[config.mk]
export PLATFORM = sky130hd
export DESIGN_NAME = inst_encoder
export DESIGN_NICKNAME = d
export VERILOG_FILES = /design/src/rtl/inst_encoder.sv
export SDC_FILE = /design/constraint.sdc
export NUM_CORES = 1
export LEC_CHECK = 0
export BUFFER_PORTS_ARGS = -buffer_cell sky130_fd_sc_hd__buf_2
export CORE_ASPECT_RATIO = 1.5
export CORE_MARGIN = 10
export CORE_UTILIZATION = 42
export DETAILED_ROUTE_END_ITERATION = 8
export GPL_ROUTABILITY_DRIVEN = 0
export GPL_TIMING_DRIVEN = 0
export PLACE_DENSITY = 0.76
export SLEW_MARGIN = 20
export SYNTH_ARGS = -nofsm -noshare
export SYNTH_HDL_FRONTEND = slang
export SYNTH_SLANG_ARGS = --single-unit
[constraint.sdc]
create_clock -name clk -period 3.2 [get_ports clk]
set_input_delay 0.16 -clock clk [delete_from_list [all_inputs] [get_ports clk]]
set_output_delay 0.16 -clock clk [all_outputs]
set_load 0.1 [all_outputs]
[src/rtl/inst_encoder.sv]
// inst_encoder: packs decoded instruction records into canonical 32-bit MIPS words and
// streams them into instruction memory at consecutive word addresses until HLT or full.
`ifndef INST_NOP
`define INST_NOP   6'd0
`define INST_ADDU  6'd1
`define INST_SUBU  6'd2
`define INST_SLT   6'd3
`define INST_ORI   6'd4
`define INST_LUI   6'd5
`define INST_LW    6'd6
`define INST_SW    6'd7
`define INST_BEQ   6'd8
`define INST_J     6'd9
`define INST_JAL   6'd10
`define INST_JR    6'd11
`define INST_JALR  6'd12
`define INST_ADDI  6'd13
`define INST_ADDIU 6'd14
`define INST_LB    6'd15
`define INST_SB    6'd16
`define INST_HLT   6'd17
`endif

`ifndef OPCODE_SPECIAL
`define OPCODE_SPECIAL 6'h00
`define OPCODE_J       6'h02
`define OPCODE_JAL     6'h03
`define OPCODE_BEQ     6'h04
`define OPCODE_ADDI    6'h08
`define OPCODE_ADDIU   6'h09
`define OPCODE_ORI     6'h0D
`define OPCODE_LUI     6'h0F
`define OPCODE_LB      6'h20
`define OPCODE_LW      6'h23
`define OPCODE_SB      6'h28
`define OPCODE_SW      6'h2B
`define OPCODE_HLT     6'h3F
`define FUNCT_JR       6'h08
`define FUNCT_JALR     6'h09
`define FUNCT_ADDU     6'h21
`define FUNCT_SUBU     6'h23
`define FUNCT_SLT      6'h2A
`endif

module inst_encoder #(
  parameter int ADDR_W = 10
) (
  input  logic              clk,
  input  logic              rst_n,
  input  logic              start,
  input  logic [ADDR_W-1:0] base_addr,
  input  logic              in_valid,
  output logic              in_ready,
  input  logic [5:0]        in_inst,
  input  logic [4:0]        in_rs,
  input  logic [4:0]        in_rt,
  input  logic [4:0]        in_rd,
  input  logic [4:0]        in_shamt,
  input  logic [15:0]       in_imm,
  input  logic [25:0]       in_target,
  output logic              imem_we,
  output logic [ADDR_W-1:0] imem_addr,
  output logic [31:0]       imem_wdata,
  output logic              busy,
  output logic              done,
  output logic              overflow,
  output logic              illegal,
  output logic [ADDR_W:0]   count
);

  typedef enum logic [1:0] {S_IDLE, S_RUN, S_DONE} state_t;

  state_t              state_q, state_d;
  logic [ADDR_W-1:0]   addr_q, addr_d;
  logic [ADDR_W-1:0]   waddr_q, waddr_d;
  logic [ADDR_W:0]     count_q, count_d;
  logic [31:0]         wdata_q, wdata_d;
  logic                we_q, we_d;
  logic                done_q, done_d;
  logic                ovf_q, ovf_d;
  logic                ill_q, ill_d;
  logic                accept;
  logic [31:0]         enc_word;
  logic                enc_ill;
  logic                unused_shamt;

  // every supported format forces the shift field to zero
  assign unused_shamt = ^in_shamt;

  assign in_ready = (state_q == S_RUN) && !start;
  assign accept   = in_valid && in_ready;

  always_comb begin
    enc_word = 32'h0;
    enc_ill  = 1'b0;
    case (in_inst)
      `INST_NOP:   enc_word = 32'h0;
      `INST_ADDU:  enc_word = {`OPCODE_SPECIAL, in_rs, in_rt, in_rd, 5'b0, `FUNCT_ADDU};
      `INST_SUBU:  enc_word = {`OPCODE_SPECIAL, in_rs, in_rt, in_rd, 5'b0, `FUNCT_SUBU};
      `INST_SLT:   enc_word = {`OPCODE_SPECIAL, in_rs, in_rt, in_rd, 5'b0, `FUNCT_SLT};
      `INST_JR:    enc_word = {`OPCODE_SPECIAL, in_rs, 10'b0, 5'b0, `FUNCT_JR};
      `INST_JALR:  enc_word = {`OPCODE_SPECIAL, in_rs, 5'b0, in_rd, 5'b0, `FUNCT_JALR};
      `INST_ORI:   enc_word = {`OPCODE_ORI,   in_rs, in_rt, in_imm};
      `INST_LW:    enc_word = {`OPCODE_LW,    in_rs, in_rt, in_imm};
      `INST_SW:    enc_word = {`OPCODE_SW,    in_rs, in_rt, in_imm};
      `INST_BEQ:   enc_word = {`OPCODE_BEQ,   in_rs, in_rt, in_imm};
      `INST_ADDI:  enc_word = {`OPCODE_ADDI,  in_rs, in_rt, in_imm};
      `INST_ADDIU: enc_word = {`OPCODE_ADDIU, in_rs, in_rt, in_imm};
      `INST_LB:    enc_word = {`OPCODE_LB,    in_rs, in_rt, in_imm};
      `INST_SB:    enc_word = {`OPCODE_SB,    in_rs, in_rt, in_imm};
      `INST_LUI:   enc_word = {`OPCODE_LUI,   5'b0,  in_rt, in_imm};
      `INST_J:     enc_word = {`OPCODE_J,     in_target};
      `INST_JAL:   enc_word = {`OPCODE_JAL,   in_target};
      `INST_HLT:   enc_word = {`OPCODE_HLT,   26'b0};
      default:     enc_ill  = 1'b1;
    endcase
  end

  always_comb begin
    state_d = state_q;
    addr_d  = addr_q;
    count_d = count_q;
    done_d  = done_q;
    ovf_d   = ovf_q;
    ill_d   = ill_q;
    we_d    = accept;
    waddr_d = waddr_q;
    wdata_d = wdata_q;
    if (start) begin
      state_d = S_RUN;
      addr_d  = base_addr;
      count_d = '0;
      done_d  = 1'b0;
      ovf_d   = 1'b0;
      ill_d   = 1'b0;
    end else if (accept) begin
      waddr_d = addr_q;
      wdata_d = enc_word;
      addr_d  = addr_q + 1'b1;
      count_d = count_q + 1'b1;
      if (enc_ill) ill_d = 1'b1;
      // HLT in the last slot is a clean finish, not an overflow
      if (in_inst == `INST_HLT) begin
        state_d = S_DONE;
        done_d  = 1'b1;
      end else if (addr_q == {ADDR_W{1'b1}}) begin
        state_d = S_DONE;
        done_d  = 1'b1;
        ovf_d   = 1'b1;
      end
    end
  end

  always_ff @(posedge clk or negedge rst_n) begin
    if (!rst_n) begin
      state_q <= S_IDLE;
      addr_q  <= '0;
      waddr_q <= '0;
      count_q <= '0;
      wdata_q <= '0;
      we_q    <= 1'b0;
      done_q  <= 1'b0;
      ovf_q   <= 1'b0;
      ill_q   <= 1'b0;
    end else begin
      state_q <= state_d;
      addr_q  <= addr_d;
      waddr_q <= waddr_d;
      count_q <= count_d;
      wdata_q <= wdata_d;
      we_q    <= we_d;
      done_q  <= done_d;
      ovf_q   <= ovf_d;
      ill_q   <= ill_d;
    end
  end

  assign imem_we    = we_q;
  assign imem_addr  = waddr_q;
  assign imem_wdata = wdata_q;
  assign busy       = (state_q == S_RUN);
  assign done       = done_q;
  assign overflow   = ovf_q;
  assign illegal    = ill_q;
  assign count      = count_q;

endmodule

==> out/qor.csv, run 1 <==
stage,metric,value,unit
routing,viasPerCell,5.35,
cells_and_area,antenna_cells,0,
place,dp_slack,1.26,ns
global_routing,antenna_found_initial,0,
timing,timing.setup.tns,0,ns
clock_network,clock_latency,0.33,ns
clock_network,postCtsHoldBufs,1,
die,die_x,95.0,µm
yosys,yosysMostFrequentCell,nand2_1,
cells_and_area,multi_input_comb_area,1700,µm²
routing,num_vias,3434,
global_routing,grt_pass1_wl,17900,µm
power_and_ir_drop,power,3150,µW
clock_network,cts_sinks,68,
clock_network,cts_resized,0,
yosys,yosysWarnings,0,
place,placed_cell_area,4370,µm²
timing,fin_crit_sh,0.596,
clock_network,cts_tree,yes,
run,max_cap_violations,0,
place,hpwlAfterDp,8710,µm
routing,drc,0,
yosys,netlist.area_leader.share,0.480,
setup_path,regToRegSetupSlack,1.29,ns
cells_and_area,fillers,783,
yosys,ys_top_cells_by_area,"dfrtp_1, nand2_1, nor2_1",
timing,setup_violations,0,
timing,max_slew.worst_pin.slew,0.525,ns
die,start_util,0.426,
clock_network,cts_root_buffer,clkbuf_16,
setup_path,path_depth,6,
die,dieHeight,132,µm
worst_hold_path,holdPathStages,3,
power_and_ir_drop,power.density,672,nW/µm²
clock_network,post_cts_buffers,0,
global_routing,first_global_vias,3793,
status,status,"complete, no violations",
timing,maxSlewViolCount,0,
yosys,syn_nets,468,
die,core.rowCount,41,
setup_path,cp_top_family,buffers and inverters,
setup_path,crit_arrival,2.17,ns
yosys,synth_area_leader_cell,dfrtp_1,
timing,rsz0062_at_grt,no,
setup_path,cp-end-kind,flip-flop,
yosys,postSynthCellCount,384,
power_and_ir_drop,leakage,0.00229,µW
yosys,synth_seq_cells,68,
yosys,ys_types,61,
clock_network,h-tree-depth,3,
global_routing,grt_max_degree,50,
cells_and_area,nets,614,
die,dieArea,12600,µm²
worst_hold_path,holdCritPathClass,in2reg,
setup_path,path_class,reg2reg,
setup_path,ff2ff_path_depth,6,
yosys,ys_seq_area_frac,0.480,
power_and_ir_drop,pwr-share-seq,0.325,
global_routing,grt_overflow,0,
worst_hold_path,holdCritStartpoint,base_addr[2],
power_and_ir_drop,clkPwrFrac,0.321,
global_routing,grt_util_all_layers,0.177,
routing,initialDrtViolationCount,68,
timing,setup_ws,1.29,ns
setup_path,timing.rr.start,state_q[1],
power_and_ir_drop,vdd_drop_max,0.000437,V
timing,fin_skew,0.00373,ns
power_and_ir_drop,internal-power,1810,µW
power_and_ir_drop,switching_share,0.425,
cells_and_area,drive_above_1_share,0.336,
yosys,synthTopCellsByCount,"nand2_1, dfrtp_1, nor2_1",
setup_path,required,3.47,ns
yosys,ys_async_sr_fraction,1.00,
timing,slew_headroom,0.641,
routing,drt_wl_total,11000,µm
routing,routedWlPerCell,17.2,µm
cells_and_area,stdcell_area,4700,µm²
setup_path,r2r_end,imem_wdata[31],
timing,layout_min_cycle_time,1.91,ns
yosys,synth_area,3540,µm²
timing,hold_viol,0,
power_and_ir_drop,combPwrFrac,0.354,
yosys,synth_ff_type,dfrtp_1,
setup_path,critPathSlowestCell,buf_1,
cells_and_area,synthToLayoutAreaGrowth,32.6,%
clock_network,clkSlewWorstSetupHoldPaths,0.06,ns
setup_path,crit_buf_inv,2,
routing,ant_nets,0,
clock_network,cts_buffers,9,
die,core_area,8310,µm²
yosys,synth-edff-count,0,
worst_hold_path,holdPathEnd,addr_q[2],
setup_path,path_cells,and2b_1 -> nand3b_2 -> inv_2 -> buf_1 -> o21ai_0 -> nand2_1,
place,port-buffer-count,133,
die,io-pin-count,141,
timing,fmax,525,MHz
clock_network,cts.path.max_buffers,2,
setup_path,path_max_fanout,10,
power_and_ir_drop,p_sw,1340,µW
yosys,avgSynthCellArea,9.22,µm²
setup_path,max_stage_delay,0.42,ns
cells_and_area,register_area,1700,µm²
setup_path,start_kind,flip-flop,
routing,drtPass1Iterations,4,
[state kept, by name (all words and copies together), names as in the netlist]
register	flops
imem_addr	10
addr_q	10
overflow	1
illegal	1
imem_we	1
imem_wdata	32
count	11
state_q	2
[placed cells by master (no fill, tap or decap), types with 2 or more instances in the layout]
cell,Yosys,layout
buf_2,13,145
nand2_1,78,78
dfrtp_1,68,68
nor2_1,34,34
o21ai_1,18,18
o21ai_0,17,17
a22oi_1,16,16
xnor2_1,9,9
xor2_1,9,9
clkbuf_16,0,9
nor2b_1,9,8
a221oi_1,8,8
clkbuf_1,7,7
a21oi_1,6,6
a32oi_1,6,6
o31ai_1,5,5
nand3_1,5,5
and3_1,5,5
nor3_1,4,4
inv_1,4,4
buf_1,3,3
nand2b_1,3,3
or3_1,3,3
nand4_1,3,3
o41ai_1,3,3
inv_2,2,2
buf_4,1,2
nor3b_2,2,2
o21a_1,2,2
nor3_2,2,2
nor3b_1,2,2
o311ai_0,2,2
or2_1,2,2
o21bai_1,2,2
a211oi_1,2,2
nand3b_1,2,2
ha_1,2,2
clkinv_4,0,2
clkbuf_8,0,2
[power groups by stage]
stage	Clock, µW	Combinational (µW)	Sequential [µW]
CTS	1040	1130	1030
finish	1010	1120	1030
floorplan	0	243	1670
global route	1070	1180	1040
detailed placement	0	1120	1040
global placement	0	1110	1040
[worst reg2reg max path: stages, from the launching register on]
cell	delay, ns
dfrtp_1	0.40
and2b_1	0.29
nand3b_2	0.20
inv_2	0.22
buf_1	0.42
o21ai_0	0.22
nand2_1	0.11
[logic make-up (layout without fill, tap and decap cells)]
kind of cell,count (synthesis),in the layout,share of synthesized area
compound gates,102,102,0.210
xor+xnor,18,18,0.0445
fa+ha+maj,3,3,0.00989
buf+inv,31,182,0.0406
flops,68,68,0.480
simple gates,162,162,0.215
[through the flow]
step,instances,util,hold WS (ns)
floorplan,384,-,-0.136
global placement,624,0.523,0.371
detailed placement,625,0.526,0.0673
CTS,642,0.565,0.0360
global route,642,0.565,0.0586
finish,642,0.565,0.0464
[cell type report]
class                      count  share of cell area
inverter                       6             0.00479
timing repair buffer         135               0.150
buffer                        25              0.0258
clock buffer                  11              0.0538
clock inverter                 5              0.0128
multi-input combinational    285               0.362
sequential                    68               0.362
tap                          107              0.0285
[worst max-delay path by stage]
stage                     from              to  slack [ns]
floorplan           state_q[1]        in_ready        0.33
global placement    state_q[1]  imem_wdata[31]        1.28
detailed placement  state_q[1]  imem_wdata[31]        1.26
CTS                 state_q[1]  imem_wdata[31]        1.25
global route        state_q[1]  imem_wdata[31]        1.12
finish              state_q[1]  imem_wdata[31]        1.29
[layer usage]
layer | GRT usage | vias to the layer above | share of wire
met2 | 0.301 | 117 | 0.51
met3 | 0.0770 | 12 | 0.10
met4 | 0.0618 | 0 | 0.015
met1 | 0.187 | 1647 | 0.37
met5 | 0 | - | 0
li1 | - | 1658 | -
No activity file was read; power rests on OpenSTA's default activity.
==> run 2: changes to the inputs <==
==> constraint.sdc (replaced) <==
create_clock -name clk -period 2 [get_ports clk]
set_input_delay 0.1 -clock clk [delete_from_list [all_inputs] [get_ports clk]]
set_output_delay 0.1 -clock clk [all_outputs]
set_load 0.1 [all_outputs]
==> out/qor.csv, run 2 (synthesis results as in run 1) <==
stage,metric,value,unit,change
die,core.rowCount,41,,unchanged
setup_path,cp-endpoint,imem_wdata[16],,
cells_and_area,synthToLayoutAreaGrowth,35.7,%,
status,status,"complete, no violations",,
die,start_util,0.426,,unchanged
setup_path,path_max_fanout,10,,unchanged
cells_and_area,register_area,1710,µm²,+0.22%
cells_and_area,stdcell_area,4810,µm²,+2.3%
power_and_ir_drop,clkPwrFrac,0.304,,-0.017
power_and_ir_drop,leakage,0.00234,µW,+2.0%
die,dieArea,12600,µm²,unchanged
run,max_cap_violations,0,,unchanged
routing,drt_wl_total,11400,µm,+3.0%
routing,num_vias,3521,,+2.5%
cells_and_area,layout_commonest_cell,buf_2,,
die,dieHeight,132,µm,unchanged
timing,timing.setup.tns,0,ns,unchanged
place,placedCellCount,625,,unchanged
cells_and_area,multi_input_comb_area,1720,µm²,+1.4%
clock_network,clock_latency,0.34,ns,about the same
timing,fmax,536,MHz,+2.2%
global_routing,grt_max_degree,54,,+8.0%
routing,ant_nets,0,,unchanged
cells_and_area,drive_above_1_share,0.330,,-0.00617
cells_and_area,fin_cells,652,,+1.6%
routing,initialDrtViolationCount,122,,+79%
timing,max_slew.worst_pin.slew,0.656,ns,+0.131 ns
global_routing,grt_overflow,0,,unchanged
global_routing,antenna_found_initial,0,,unchanged
place,hpwlAfterDp,8720,µm,about the same
setup_path,required,2.26,ns,-1.21 ns
clock_network,cts_root_buffer,clkbuf_16,,
cells_and_area,antenna_cells,0,,unchanged
power_and_ir_drop,combPwrFrac,0.365,,+0.011
clock_network,cts_tree,yes,,
timing,maxSlewViolCount,0,,unchanged
worst_hold_path,holdCritPathClass,in2reg,,
power_and_ir_drop,switching_share,0.431,,+0.00519
setup_path,start_kind,flip-flop,,
clock_network,h-tree-depth,3,,unchanged
global_routing,first_global_vias,3806,,+0.34%
setup_path,timing.rr.start,state_q[1],,
cells_and_area,fillers,772,,-1.4%
timing,fin_crit_sh,0.932,,+0.337
setup_path,regToRegSetupSlack,0.14,ns,-1.16 ns
timing,slew_headroom,0.551,,-0.0899
die,die_x,95.0,µm,unchanged
clock_network,cts_buffers,9,,unchanged
setup_path,cp-end-kind,flip-flop,,
global_routing,grt_util_all_layers,0.185,,+0.00780
global_routing,grt_pass1_wl,18500,µm,+3.2%
timing,hold_viol,0,,unchanged
setup_path,r2r_end,imem_wdata[16],,
clock_network,post_cts_buffers,0,,unchanged
routing,drtPass1Iterations,4,,unchanged
clock_network,cts_sinks,68,,unchanged
power_and_ir_drop,internal-power,2840,µW,+56%
timing,rsz0062_at_grt,no,,
setup_path,crit_arrival,2.13,ns,-0.04 ns
setup_path,crit_path_start,state_q[1],,
power_and_ir_drop,p_sw,2140,µW,+60%
routing,routedWlPerCell,17.4,µm,+1.4%
timing,setup_violations,0,,unchanged
clock_network,cts.path.max_buffers,2,,unchanged
power_and_ir_drop,vdd_drop_max,0.000613,V,+40%
setup_path,path_class,reg2reg,,
routing,viasPerCell,5.40,,+0.96%
worst_hold_path,holdPathStages,3,,unchanged
die,core_area,8310,µm²,unchanged
routing,drc,0,,unchanged
place,placed_cell_area,4400,µm²,+0.63%
cells_and_area,final_cell_mix,"buf_2, nand2_1, dfrtp_1",,
power_and_ir_drop,pwr-share-seq,0.331,,+0.006
cells_and_area,largest_register_ffs,32,,unchanged
timing,layout_min_cycle_time,1.86,ns,-0.0418 ns
setup_path,ff2ff_path_depth,6,,unchanged
die,io-pin-count,141,,unchanged
place,port-buffer-count,133,,unchanged
power_and_ir_drop,power.density,1040,nW/µm²,+54%
clock_network,clkSlewWorstSetupHoldPaths,0.05,ns,about the same
timing,fin_skew,0.00242,ns,-0.00131 ns
cells_and_area,nets,626,,+2.0%
-- run 2: cell count changes in the layout (fill, tap and decap cells not counted), moves of 2 or more --
| cell | delta |
|---|---|
| clkbuf_1 | +2 |
| dlygate4sd3_1 | +12 |
| clkbuf_8 | -2 |
| clkinv_4 | -2 |
-- run 2: layer usage --
metal | GRT usage | wire, µm | vias up
met5 | 0 | 0 | -
met1 | 0.204 | 4460 | 1671
met3 | 0.0730 | 1150 | 17
met4 | 0.0743 | 239 | 0
li1 | - | - | 1678
met2 | 0.305 | 5520 | 155
-- run 2: final cells by class --
type | count | area share
clock buffers | 11 | 0.0484
plain buffers | 25 | 0.0252
repair buffers | 147 | 0.172
inverters | 6 | 0.00521
multi-input cells | 285 | 0.358
well taps | 107 | 0.0278
flip-flops and latches | 68 | 0.355
clock inverters | 3 | 0.00833
-- run 2: power by group through the flow --
stage                     Clock, µW  Combinational, µW  Sequential (µW)
after CTS                      1530               1830             1650
final                          1510               1820             1650
after detailed placement          0               1810             1670
after global routing           1600               1910             1670
after global placement            0               1790             1660
after floorplan                   0                397             2680
-- run 2: critical path, cell delays in order (launching register included) --
cell,delay (ns)
dfrtp_4,0.48
and2b_4,0.30
nand3b_4,0.14
nor2_2,0.29
nand2_2,0.19
buf_2,0.23
o21ai_1,0.15
-- run 2: per-stage QoR --
step           power (µW)  hold WS [ns]  utilization  setup WS, ns
2_1_floorplan        3070        -0.196            -        -0.111
3_3_place_gp         3450         0.321        0.526        0.0877
5_1_grt              5190       0.00611        0.578        0.0135
6_report             4980      0.000265        0.578         0.136
4_1_cts              5010       0.00160        0.578        0.0349
3_5_place_dp         3480       -0.0125        0.530        0.0524
-- run 2: worst min path at each step --
stage	from	to
after global routing	base_addr[4]	addr_q[4]
final	in_rd[3]	imem_wdata[14]
after CTS	in_rd[3]	imem_wdata[14]
after global placement	base_addr[5]	addr_q[5]
after floorplan	rst_n	addr_q[0]
after detailed placement	rst_n	count[4]
-- run 2: repair_timing --
action,4_1_cts,5_1_grt
gates resized for setup,0,1
endpoints found under the hold margin,80,0
setup endpoints to repair,0,10
hold buffers,13,0
